[src/rtl/axi_regbank_pkg.sv]
// Shared definitions for the AXI4-Lite register bank: response codes and
// helpers that derive address-decode widths from the bank parameters.
package axi_regbank_pkg;

    localparam logic [1:0] RESP_OKAY   = 2'b00;
    localparam logic [1:0] RESP_SLVERR = 2'b10;

    // Byte-address bits below the word index: 2 for 32-bit data, 3 for 64-bit.
    function automatic int addr_lsb(input int dw);
        return (dw == 64) ? 3 : 2;
    endfunction

    // Bits needed to index n entries, never less than one.
    function automatic int idx_w(input int n);
        return (n <= 2) ? 1 : $clog2(n);
    endfunction

endpackage

[src/rtl/axi_lite_hold.sv]
// One-entry valid/ready holding register. The upstream side sees ready
// whenever the slot is empty; the slot is freed by the consume strobe.
module axi_lite_hold #(
    parameter int WIDTH = 32
) (
    input  logic             clk,
    input  logic             rst_n,
    input  logic             in_valid,
    output logic             in_ready,
    input  logic [WIDTH-1:0] in_data,
    input  logic             consume,
    output logic             held,
    output logic [WIDTH-1:0] held_data
);

    logic             held_r;
    logic [WIDTH-1:0] data_r;

    assign in_ready  = ~held_r;
    assign held      = held_r;
    assign held_data = data_r;

    // Capture a beat when the slot is empty; release it when consumed.
    always_ff @(posedge clk or negedge rst_n) begin
        if (!rst_n) begin
            held_r <= 1'b0;
            data_r <= {WIDTH{1'b0}};
        end else if (in_valid && !held_r) begin
            held_r <= 1'b1;
            data_r <= in_data;
        end else if (consume) begin
            held_r <= 1'b0;
        end else begin
            held_r <= held_r;
        end
    end

endmodule

[src/rtl/axi_lite_regbank.sv]
// AXI4-Lite register bank: N_RO read-only status words followed by N_RW
// read/write control words. AW and W are buffered independently and a write
// commits once both are held and no B response is outstanding.
// Optional feature: define AXI_REGBANK_SNAPSHOT_EN so that a read of index 0
// freezes all status words into a shadow bank served to reads of 1..N_RO-1.
module axi_lite_regbank
    import axi_regbank_pkg::*;
#(
    parameter int AXI_DATA_WIDTH = 32,
    parameter int AXI_ADDR_WIDTH = 6,
    parameter int N_RO           = 4,
    parameter int N_RW           = 4,
    parameter logic [AXI_DATA_WIDTH-1:0] RW_RESET = {AXI_DATA_WIDTH{1'b0}}
) (
    input  logic                                        S_AXI_ACLK,
    input  logic                                        S_AXI_ARESETN,
    input  logic [AXI_ADDR_WIDTH-1:0]                   S_AXI_AWADDR,
    input  logic [2:0]                                  S_AXI_AWPROT,
    input  logic                                        S_AXI_AWVALID,
    output logic                                        S_AXI_AWREADY,
    input  logic [AXI_DATA_WIDTH-1:0]                   S_AXI_WDATA,
    input  logic [AXI_DATA_WIDTH/8-1:0]                 S_AXI_WSTRB,
    input  logic                                        S_AXI_WVALID,
    output logic                                        S_AXI_WREADY,
    output logic [1:0]                                  S_AXI_BRESP,
    output logic                                        S_AXI_BVALID,
    input  logic                                        S_AXI_BREADY,
    input  logic [AXI_ADDR_WIDTH-1:0]                   S_AXI_ARADDR,
    input  logic [2:0]                                  S_AXI_ARPROT,
    input  logic                                        S_AXI_ARVALID,
    output logic                                        S_AXI_ARREADY,
    output logic [AXI_DATA_WIDTH-1:0]                   S_AXI_RDATA,
    output logic [1:0]                                  S_AXI_RRESP,
    output logic                                        S_AXI_RVALID,
    input  logic                                        S_AXI_RREADY,
    input  logic [N_RO*AXI_DATA_WIDTH-1:0]              ro_data,
    output logic [((N_RW < 1) ? 1 : N_RW)*AXI_DATA_WIDTH-1:0] rw_data,
    output logic [((N_RW < 1) ? 1 : N_RW)-1:0]          wr_pulse
);

    localparam int DW        = AXI_DATA_WIDTH;
    localparam int SW        = AXI_DATA_WIDTH / 8;
    localparam int ADDR_LSB  = addr_lsb(AXI_DATA_WIDTH);
    localparam int NRW_EFF   = (N_RW < 1) ? 1 : N_RW;
    localparam int RW_SEL_W  = idx_w(NRW_EFF);
    localparam logic [31:0] N_RO_U = 32'(N_RO);
    localparam logic [31:0] N_RW_U = 32'(N_RW);

    logic                      aw_held_s, w_held_s, commit_s, wr_ok_s, ar_hs_s;
    logic [AXI_ADDR_WIDTH-1:0] aw_addr_s;
    logic [DW-1:0]             w_data_s, rd_data_s;
    logic [SW-1:0]             w_strb_s;
    logic [31:0]               aw_idx_s, ar_idx_s;
    logic [RW_SEL_W-1:0]       rw_sel_s;
    logic [1:0]                rd_resp_s;
    logic                      unused_s;

    logic [DW-1:0]             rw_r [NRW_EFF];
    logic [NRW_EFF-1:0]        wr_pulse_r;
    logic                      bvalid_r, rvalid_r;
    logic [1:0]                bresp_r, rresp_r;
    logic [DW-1:0]             rdata_r;

    axi_lite_hold #(.WIDTH(AXI_ADDR_WIDTH)) u_aw_hold (
        .clk       (S_AXI_ACLK),
        .rst_n     (S_AXI_ARESETN),
        .in_valid  (S_AXI_AWVALID),
        .in_ready  (S_AXI_AWREADY),
        .in_data   (S_AXI_AWADDR),
        .consume   (commit_s),
        .held      (aw_held_s),
        .held_data (aw_addr_s)
    );

    axi_lite_hold #(.WIDTH(DW + SW)) u_w_hold (
        .clk       (S_AXI_ACLK),
        .rst_n     (S_AXI_ARESETN),
        .in_valid  (S_AXI_WVALID),
        .in_ready  (S_AXI_WREADY),
        .in_data   ({S_AXI_WSTRB, S_AXI_WDATA}),
        .consume   (commit_s),
        .held      (w_held_s),
        .held_data ({w_strb_s, w_data_s})
    );

    assign unused_s = ^{S_AXI_AWPROT, S_AXI_ARPROT,
                        aw_addr_s[ADDR_LSB-1:0], S_AXI_ARADDR[ADDR_LSB-1:0]};

    // Write decode: commit when both halves are held and B is free.
    always_comb begin
        aw_idx_s = 32'(aw_addr_s[AXI_ADDR_WIDTH-1:ADDR_LSB]);
        commit_s = aw_held_s & w_held_s & ~bvalid_r;
        wr_ok_s  = (aw_idx_s >= N_RO_U) && (aw_idx_s < (N_RO_U + N_RW_U));
        rw_sel_s = RW_SEL_W'(aw_idx_s - N_RO_U);
    end

    assign ar_hs_s = S_AXI_ARVALID & ~rvalid_r;

`ifdef AXI_REGBANK_SNAPSHOT_EN
    logic [N_RO*DW-1:0] shadow_r;

    // Freeze every status word when index 0 is read.
    always_ff @(posedge S_AXI_ACLK or negedge S_AXI_ARESETN) begin
        if (!S_AXI_ARESETN) begin
            shadow_r <= {(N_RO*DW){1'b0}};
        end else if (ar_hs_s && (ar_idx_s == 32'd0)) begin
            shadow_r <= ro_data;
        end else begin
            shadow_r <= shadow_r;
        end
    end
`endif

    // Read mux: status (live or shadowed), control, or SLVERR with zero data.
    always_comb begin
        ar_idx_s  = 32'(S_AXI_ARADDR[AXI_ADDR_WIDTH-1:ADDR_LSB]);
        rd_data_s = {DW{1'b0}};
        rd_resp_s = RESP_SLVERR;
        if (ar_idx_s < N_RO_U) begin
            rd_resp_s = RESP_OKAY;
            for (int k = 0; k < N_RO; k++) begin
`ifdef AXI_REGBANK_SNAPSHOT_EN
                rd_data_s = (ar_idx_s != 32'(k)) ? rd_data_s :
                            (k == 0) ? ro_data[k*DW +: DW] : shadow_r[k*DW +: DW];
`else
                rd_data_s = (ar_idx_s == 32'(k)) ? ro_data[k*DW +: DW] : rd_data_s;
`endif
            end
        end else if (ar_idx_s < (N_RO_U + N_RW_U)) begin
            rd_resp_s = RESP_OKAY;
            for (int j = 0; j < NRW_EFF; j++) begin
                rd_data_s = (ar_idx_s == (N_RO_U + 32'(j))) ? rw_r[j] : rd_data_s;
            end
        end else begin
            rd_resp_s = RESP_SLVERR;
        end
    end

    // Control registers: byte-strobed update of the selected word on commit.
    always_ff @(posedge S_AXI_ACLK or negedge S_AXI_ARESETN) begin
        if (!S_AXI_ARESETN) begin
            for (int j = 0; j < NRW_EFF; j++) begin
                rw_r[j] <= RW_RESET;
            end
        end else begin
            for (int j = 0; j < NRW_EFF; j++) begin
                for (int b = 0; b < SW; b++) begin
                    if (commit_s && wr_ok_s && (rw_sel_s == RW_SEL_W'(j)) && w_strb_s[b]) begin
                        rw_r[j][8*b +: 8] <= w_data_s[8*b +: 8];
                    end else begin
                        rw_r[j][8*b +: 8] <= rw_r[j][8*b +: 8];
                    end
                end
            end
        end
    end

    // One-cycle write strobe, aligned with the updated control word.
    always_ff @(posedge S_AXI_ACLK or negedge S_AXI_ARESETN) begin
        if (!S_AXI_ARESETN) begin
            wr_pulse_r <= {NRW_EFF{1'b0}};
        end else begin
            for (int j = 0; j < NRW_EFF; j++) begin
                wr_pulse_r[j] <= commit_s && wr_ok_s && (rw_sel_s == RW_SEL_W'(j));
            end
        end
    end

    // B channel: raised on commit, held with stable BRESP until BREADY.
    always_ff @(posedge S_AXI_ACLK or negedge S_AXI_ARESETN) begin
        if (!S_AXI_ARESETN) begin
            bvalid_r <= 1'b0;
            bresp_r  <= 2'b00;
        end else if (commit_s) begin
            bvalid_r <= 1'b1;
            bresp_r  <= wr_ok_s ? RESP_OKAY : RESP_SLVERR;
        end else if (bvalid_r && S_AXI_BREADY) begin
            bvalid_r <= 1'b0;
        end else begin
            bvalid_r <= bvalid_r;
        end
    end

    // R channel: register the read on the AR handshake, hold until RREADY.
    always_ff @(posedge S_AXI_ACLK or negedge S_AXI_ARESETN) begin
        if (!S_AXI_ARESETN) begin
            rvalid_r <= 1'b0;
            rresp_r  <= 2'b00;
            rdata_r  <= {DW{1'b0}};
        end else if (ar_hs_s) begin
            rvalid_r <= 1'b1;
            rresp_r  <= rd_resp_s;
            rdata_r  <= rd_data_s;
        end else if (rvalid_r && S_AXI_RREADY) begin
            rvalid_r <= 1'b0;
        end else begin
            rvalid_r <= rvalid_r;
        end
    end

    for (genvar g = 0; g < NRW_EFF; g++) begin : g_rw_out
        assign rw_data[g*DW +: DW] = rw_r[g];
    end

    assign wr_pulse      = wr_pulse_r;
    assign S_AXI_BVALID  = bvalid_r;
    assign S_AXI_BRESP   = bresp_r;
    assign S_AXI_ARREADY = ~rvalid_r;
    assign S_AXI_RVALID  = rvalid_r;
    assign S_AXI_RRESP   = rresp_r;
    assign S_AXI_RDATA   = rdata_r;

endmodule

[config.mk]
export PLATFORM = sky130hd
export DESIGN_NAME = axi_lite_regbank
export DESIGN_NICKNAME = d
export VERILOG_FILES = /design/src/rtl/axi_regbank_pkg.sv /design/src/rtl/axi_lite_hold.sv /design/src/rtl/axi_lite_regbank.sv
export SDC_FILE = /design/constraint.sdc
export NUM_CORES = 1
export LEC_CHECK = 0
export ABC_CLOCK_PERIOD_IN_PS = 5520
export BUFFER_PORTS_ARGS = -buffer_cell sky130_fd_sc_hd__buf_2
export CAP_MARGIN = 25
export CELL_PAD_IN_SITES_DETAIL_PLACEMENT = 2
export CELL_PAD_IN_SITES_GLOBAL_PLACEMENT = 2
export CORE_MARGIN = 5
export CORE_UTILIZATION = 23
export CTS_CLUSTER_DIAMETER = 30
export DETAILED_ROUTE_END_ITERATION = 10
export GPL_ROUTABILITY_DRIVEN = 0
export HOLD_SLACK_MARGIN = 0.15
export PLACE_DENSITY = 0.6
export SYNTH_ARGS = -nofsm -noshare
export SYNTH_HDL_FRONTEND = slang
export SYNTH_SLANG_ARGS = --single-unit
[constraint.sdc]
create_clock -name S_AXI_ACLK -period 5.52 [get_ports S_AXI_ACLK]
set_input_delay 1.104 -clock S_AXI_ACLK [delete_from_list [all_inputs] [get_ports S_AXI_ACLK]]
set_output_delay 1.104 -clock S_AXI_ACLK [all_outputs]
set_load 0.01 [all_outputs]
==> run_results.csv <==
group,metric,value,unit
sta,finalWorstSetupSlack,2918,ps
run_status,run_status,"finished clean",
drt,via_per_inst,4.549,
finish,utilization_of_the_core_after_routing,33.93,%
sta,clock_skew,22.05,ps
sta,final_min_period_over_clock_period,47.13,%
critical_path,critPathArrivalTime,3030,ps
drt,firstDrtPassIters,4,
sta,final_period_minus_worst_setup_slack,2602,ps
critical_path,setup.worst_path.start,"S_AXI_ARADDR[2]",
logic_synthesis,synth_seq_cells,210,
drt,route.final.wire_length,39.52,mm
cts,holdBufCountCts,0,
placement,detailedPlace.worstSlack,2371,ps
logic_synthesis,synth_edf_count,0,
floorplanning,die_area,47590,sq um
critical_path,end_kind,"flip-flop",
critical_path,worst-endpoint-required,5950,ps
sta,worst_pin_slew,916.6,ps
floorplanning,start_util,23.18,%
critical_path,crit_path_start_kind,"primary input",
pwr,max-vdd-ir-drop,0.2013,mV
floorplanning,design.portCount,362,
critical_path,cp_slowest_stage_delay,580,ps
critical_path,ff2ff_setup_slack,3140,ps
grt,grt_first_pass_wirelength,59.01,mm
critical_path,worstRegToRegCells,3,
drt,postRouteAntennaNets,0,
hold_path,hold_path_class,"reg2reg",
pwr,total_leakage_power,7.359,nW
sta,setup-tns-final,0,ps
critical_path,cpMaxStageDelayCell,"buf_6",
grt,grt_antenna_before_repair,4,
logic_synthesis,synthArstFlopShare,100.0,%
cts,cts_buffers,66,
cts,cts_repair_resize_count,0,
drt,drt_first_iter_violations,268,
sta,hold_viol,0,
logic_synthesis,synthesis.area_per_instance,14.01,sq um
cts,root_buffer,"clkbuf_16",
drt,routed_wire_length_per_instance,22.92,um
critical_path,regToRegEndpoint,"rw_data[118]",
sta,slew_violations,0,
placement,place.detailed.hpwl,27.60,mm
grt,groute.usage.overall,16.34,%
logic_synthesis,yosysTopAreaCell,"dfrtp_1",
sta,finalSetupViolCount,0,
cts,post_cts_buffers,0,
finish,area_growth_syn_to_layout,46.36,%
cts,cts-htree-levels,3,
drt,post-route-drc-count,0,
critical_path,crit-reg2reg-launch,"u_aw_hold.held_data[5]",
sta,max_slew_margin,38.89,%
drt,vias,7842,
sta,timing.fmax,384.4,MHz
logic_synthesis,synth.distinct_cells,24,
cts,clk_pin_slew,40,ps
logic_synthesis,synth_area_leaders,"dfrtp_1 53%, mux2_2 19%, mux2i_1 13%",
logic_synthesis,synthDominantCellAreaShare,52.74,%
logic_synthesis,mappedNetlistArea,9965,sq um
finish,final_nets,1278,
floorplanning,die_y,218.1,um
critical_path,critical_path.max_fanout,63,
cts,cts_max_path_buffers,3,
floorplanning,core_region_area,42980,sq um
finish,filler_free_cell_count_of_the_finished_design,1724,
pwr,cellPowerDensity,568.8,nW/um^2
floorplanning,dieWidth,218.1,um
logic_synthesis,syn_inst,711,
grt,grt_max_degree,121,
cts,cts_num_sinks,210,
grt,grt-ovfl-total,0,
sta,grt_setup_unrepaired,"no",
finish,final_layout_size_suffix_gt1_share,57.43,%
critical_path,crit_path_end,"S_AXI_RDATA[11]",
grt,first_global_vias,9257,
cts,worst_skew_pair.late_latency,550,ps
floorplanning,rows,76,
cts,cts_tree,"yes",
placement,port-buffer-count,349,
critical_path,cp_cell_sequence,"buf_6 > buf_12 > mux2i_1 > a22oi_1 > a32o_1",
logic_synthesis,ys.flop_type,"dfrtp_1",
placement,placedCellCount,1606,
run,cap_violations,0,
finish,final.fill_count,4602,
logic_synthesis,synth-warning-count,0,
critical_path,worstSetupPathType,"in2reg",
logic_synthesis,share_of_the_yosys_chip_area_belonging_to_registers,52.74,%
-- critical path, delay by kind of cell --
kind	cells	cell delay [ps]
buffers and inverters	2	1010
AOI/OAI and AO/OA	2	460
muxes	1	260
-- sequential cells by signal (all words and copies together), names as in the netlist, 4 cells and up --
register             cells
u_w_hold.held_data      36
u_aw_hold.held_data      4
rw_data                128
wr_pulse                 4
S_AXI_RDATA             32
-- metal layers --
layer / wire length [um] / share of wire (%) / GRT usage (%) / up-vias
met1: 15290 / 39 / 18.25 / 3998
met2: 20120 / 51 / 28.83 / 290
met5: 27 / 0.068 / 0 / -
li1: - / - / - / 3494
met3: 3340 / 8.5 / 6.178 / 56
met4: 740 / 1.9 / 5.192 / 4
-- how the worst min path moves through the flow --
stage,startpoint,end,slack [ps],cells past startpoint
CTS,S_AXI_RDATA[25],S_AXI_RDATA[25],490,1
floorplan,u_aw_hold.held_data[5],u_aw_hold.held_data[5],470,1
detailed placement,S_AXI_RDATA[3],S_AXI_RDATA[3],480,1
global placement,S_AXI_RDATA[26],S_AXI_RDATA[26],470,1
global route,S_AXI_RDATA[26],S_AXI_RDATA[26],500,1
finish,S_AXI_RDATA[25],S_AXI_RDATA[25],480,1
-- cell usage after synthesis (2+ instances only) --
master / number
nor4_1: 2
or4_1: 4
buf_1: 2
buf_6: 2
nand2_1: 5
nor2_1: 9
buf_4: 3
nor4_4: 12
and3_1: 2
o21ai_0: 3
a22oi_1: 64
mux2_2: 168
dfrtp_1: 210
mux2i_1: 128
buf_2: 20
nand2b_1: 6
clkbuf_1: 26
nor2b_1: 4
inv_1: 5
a32o_1: 32
-- placed cells by master (no fill, tap or decap), types with 5 or more instances in the layout --
cell type  instances
buf_2            347
dfrtp_1          210
mux2_2           168
mux2i_1          128
clkbuf_16         67
a22oi_1           64
a32o_1            32
clkinv_2          15
clkbuf_1          13
nor4_4            12
clkbuf_8          11
buf_4              8
nor2_1             7
inv_1              5
nand2_1            5
-- through the flow --
step / total power (W) / area (sq um) / hold slack [ps]
6_report: 0.008295 / 14580 / 481.1
3_3_place_gp: 0.004687 / 12360 / 470.5
4_1_cts: 0.008465 / 14580 / 486.9
3_5_place_dp: 0.004790 / 12440 / 475.5
2_1_floorplan: 0.003739 / 9968 / 471.6
5_1_grt: 0.008777 / 14580 / 501.9
-- where the power goes --
part / total, W / switching, W / leakage (nW) / internal (W)
combinational: 0.00209 / 0.00112 / 3.56 / 0.000979
clock: 0.00357 / 0.00105 / 1.07 / 0.00253
sequential: 0.00263 / 0.000511 / 2.73 / 0.00212
-- logic make-up (layout without fill, tap and decap cells) --
group | Yosys count | count (layout) | share of synthesized area (%)
DFF | 210 | 210 | 52.74
buffers and inverters | 58 | 483 | 2.700
muxes | 296 | 296 | 31.84
AOI/OAI and AO/OA | 99 | 99 | 8.187
and+or+nand+nor | 47 | 47 | 4.495
other | 1 | 4 | 0.03763
-- area by class of cell --
class / instances / area (sq um) / area share (%)
Inverter: 5 / 18.77 / 0.1287
Sequential cell: 210 / 5255 / 36.03
Clock buffer: 91 / 1877 / 12.87
Tap cell: 585 / 732.0 / 5.019
Clock inverter: 25 / 262.8 / 1.802
Multi-Input combinational cell: 444 / 4488 / 30.77
Antenna cell: 2 / 5.005 / 0.03432
Timing Repair Buffer: 362 / 1946 / 13.34
Note: power is estimated with default switching activity, not from simulation.
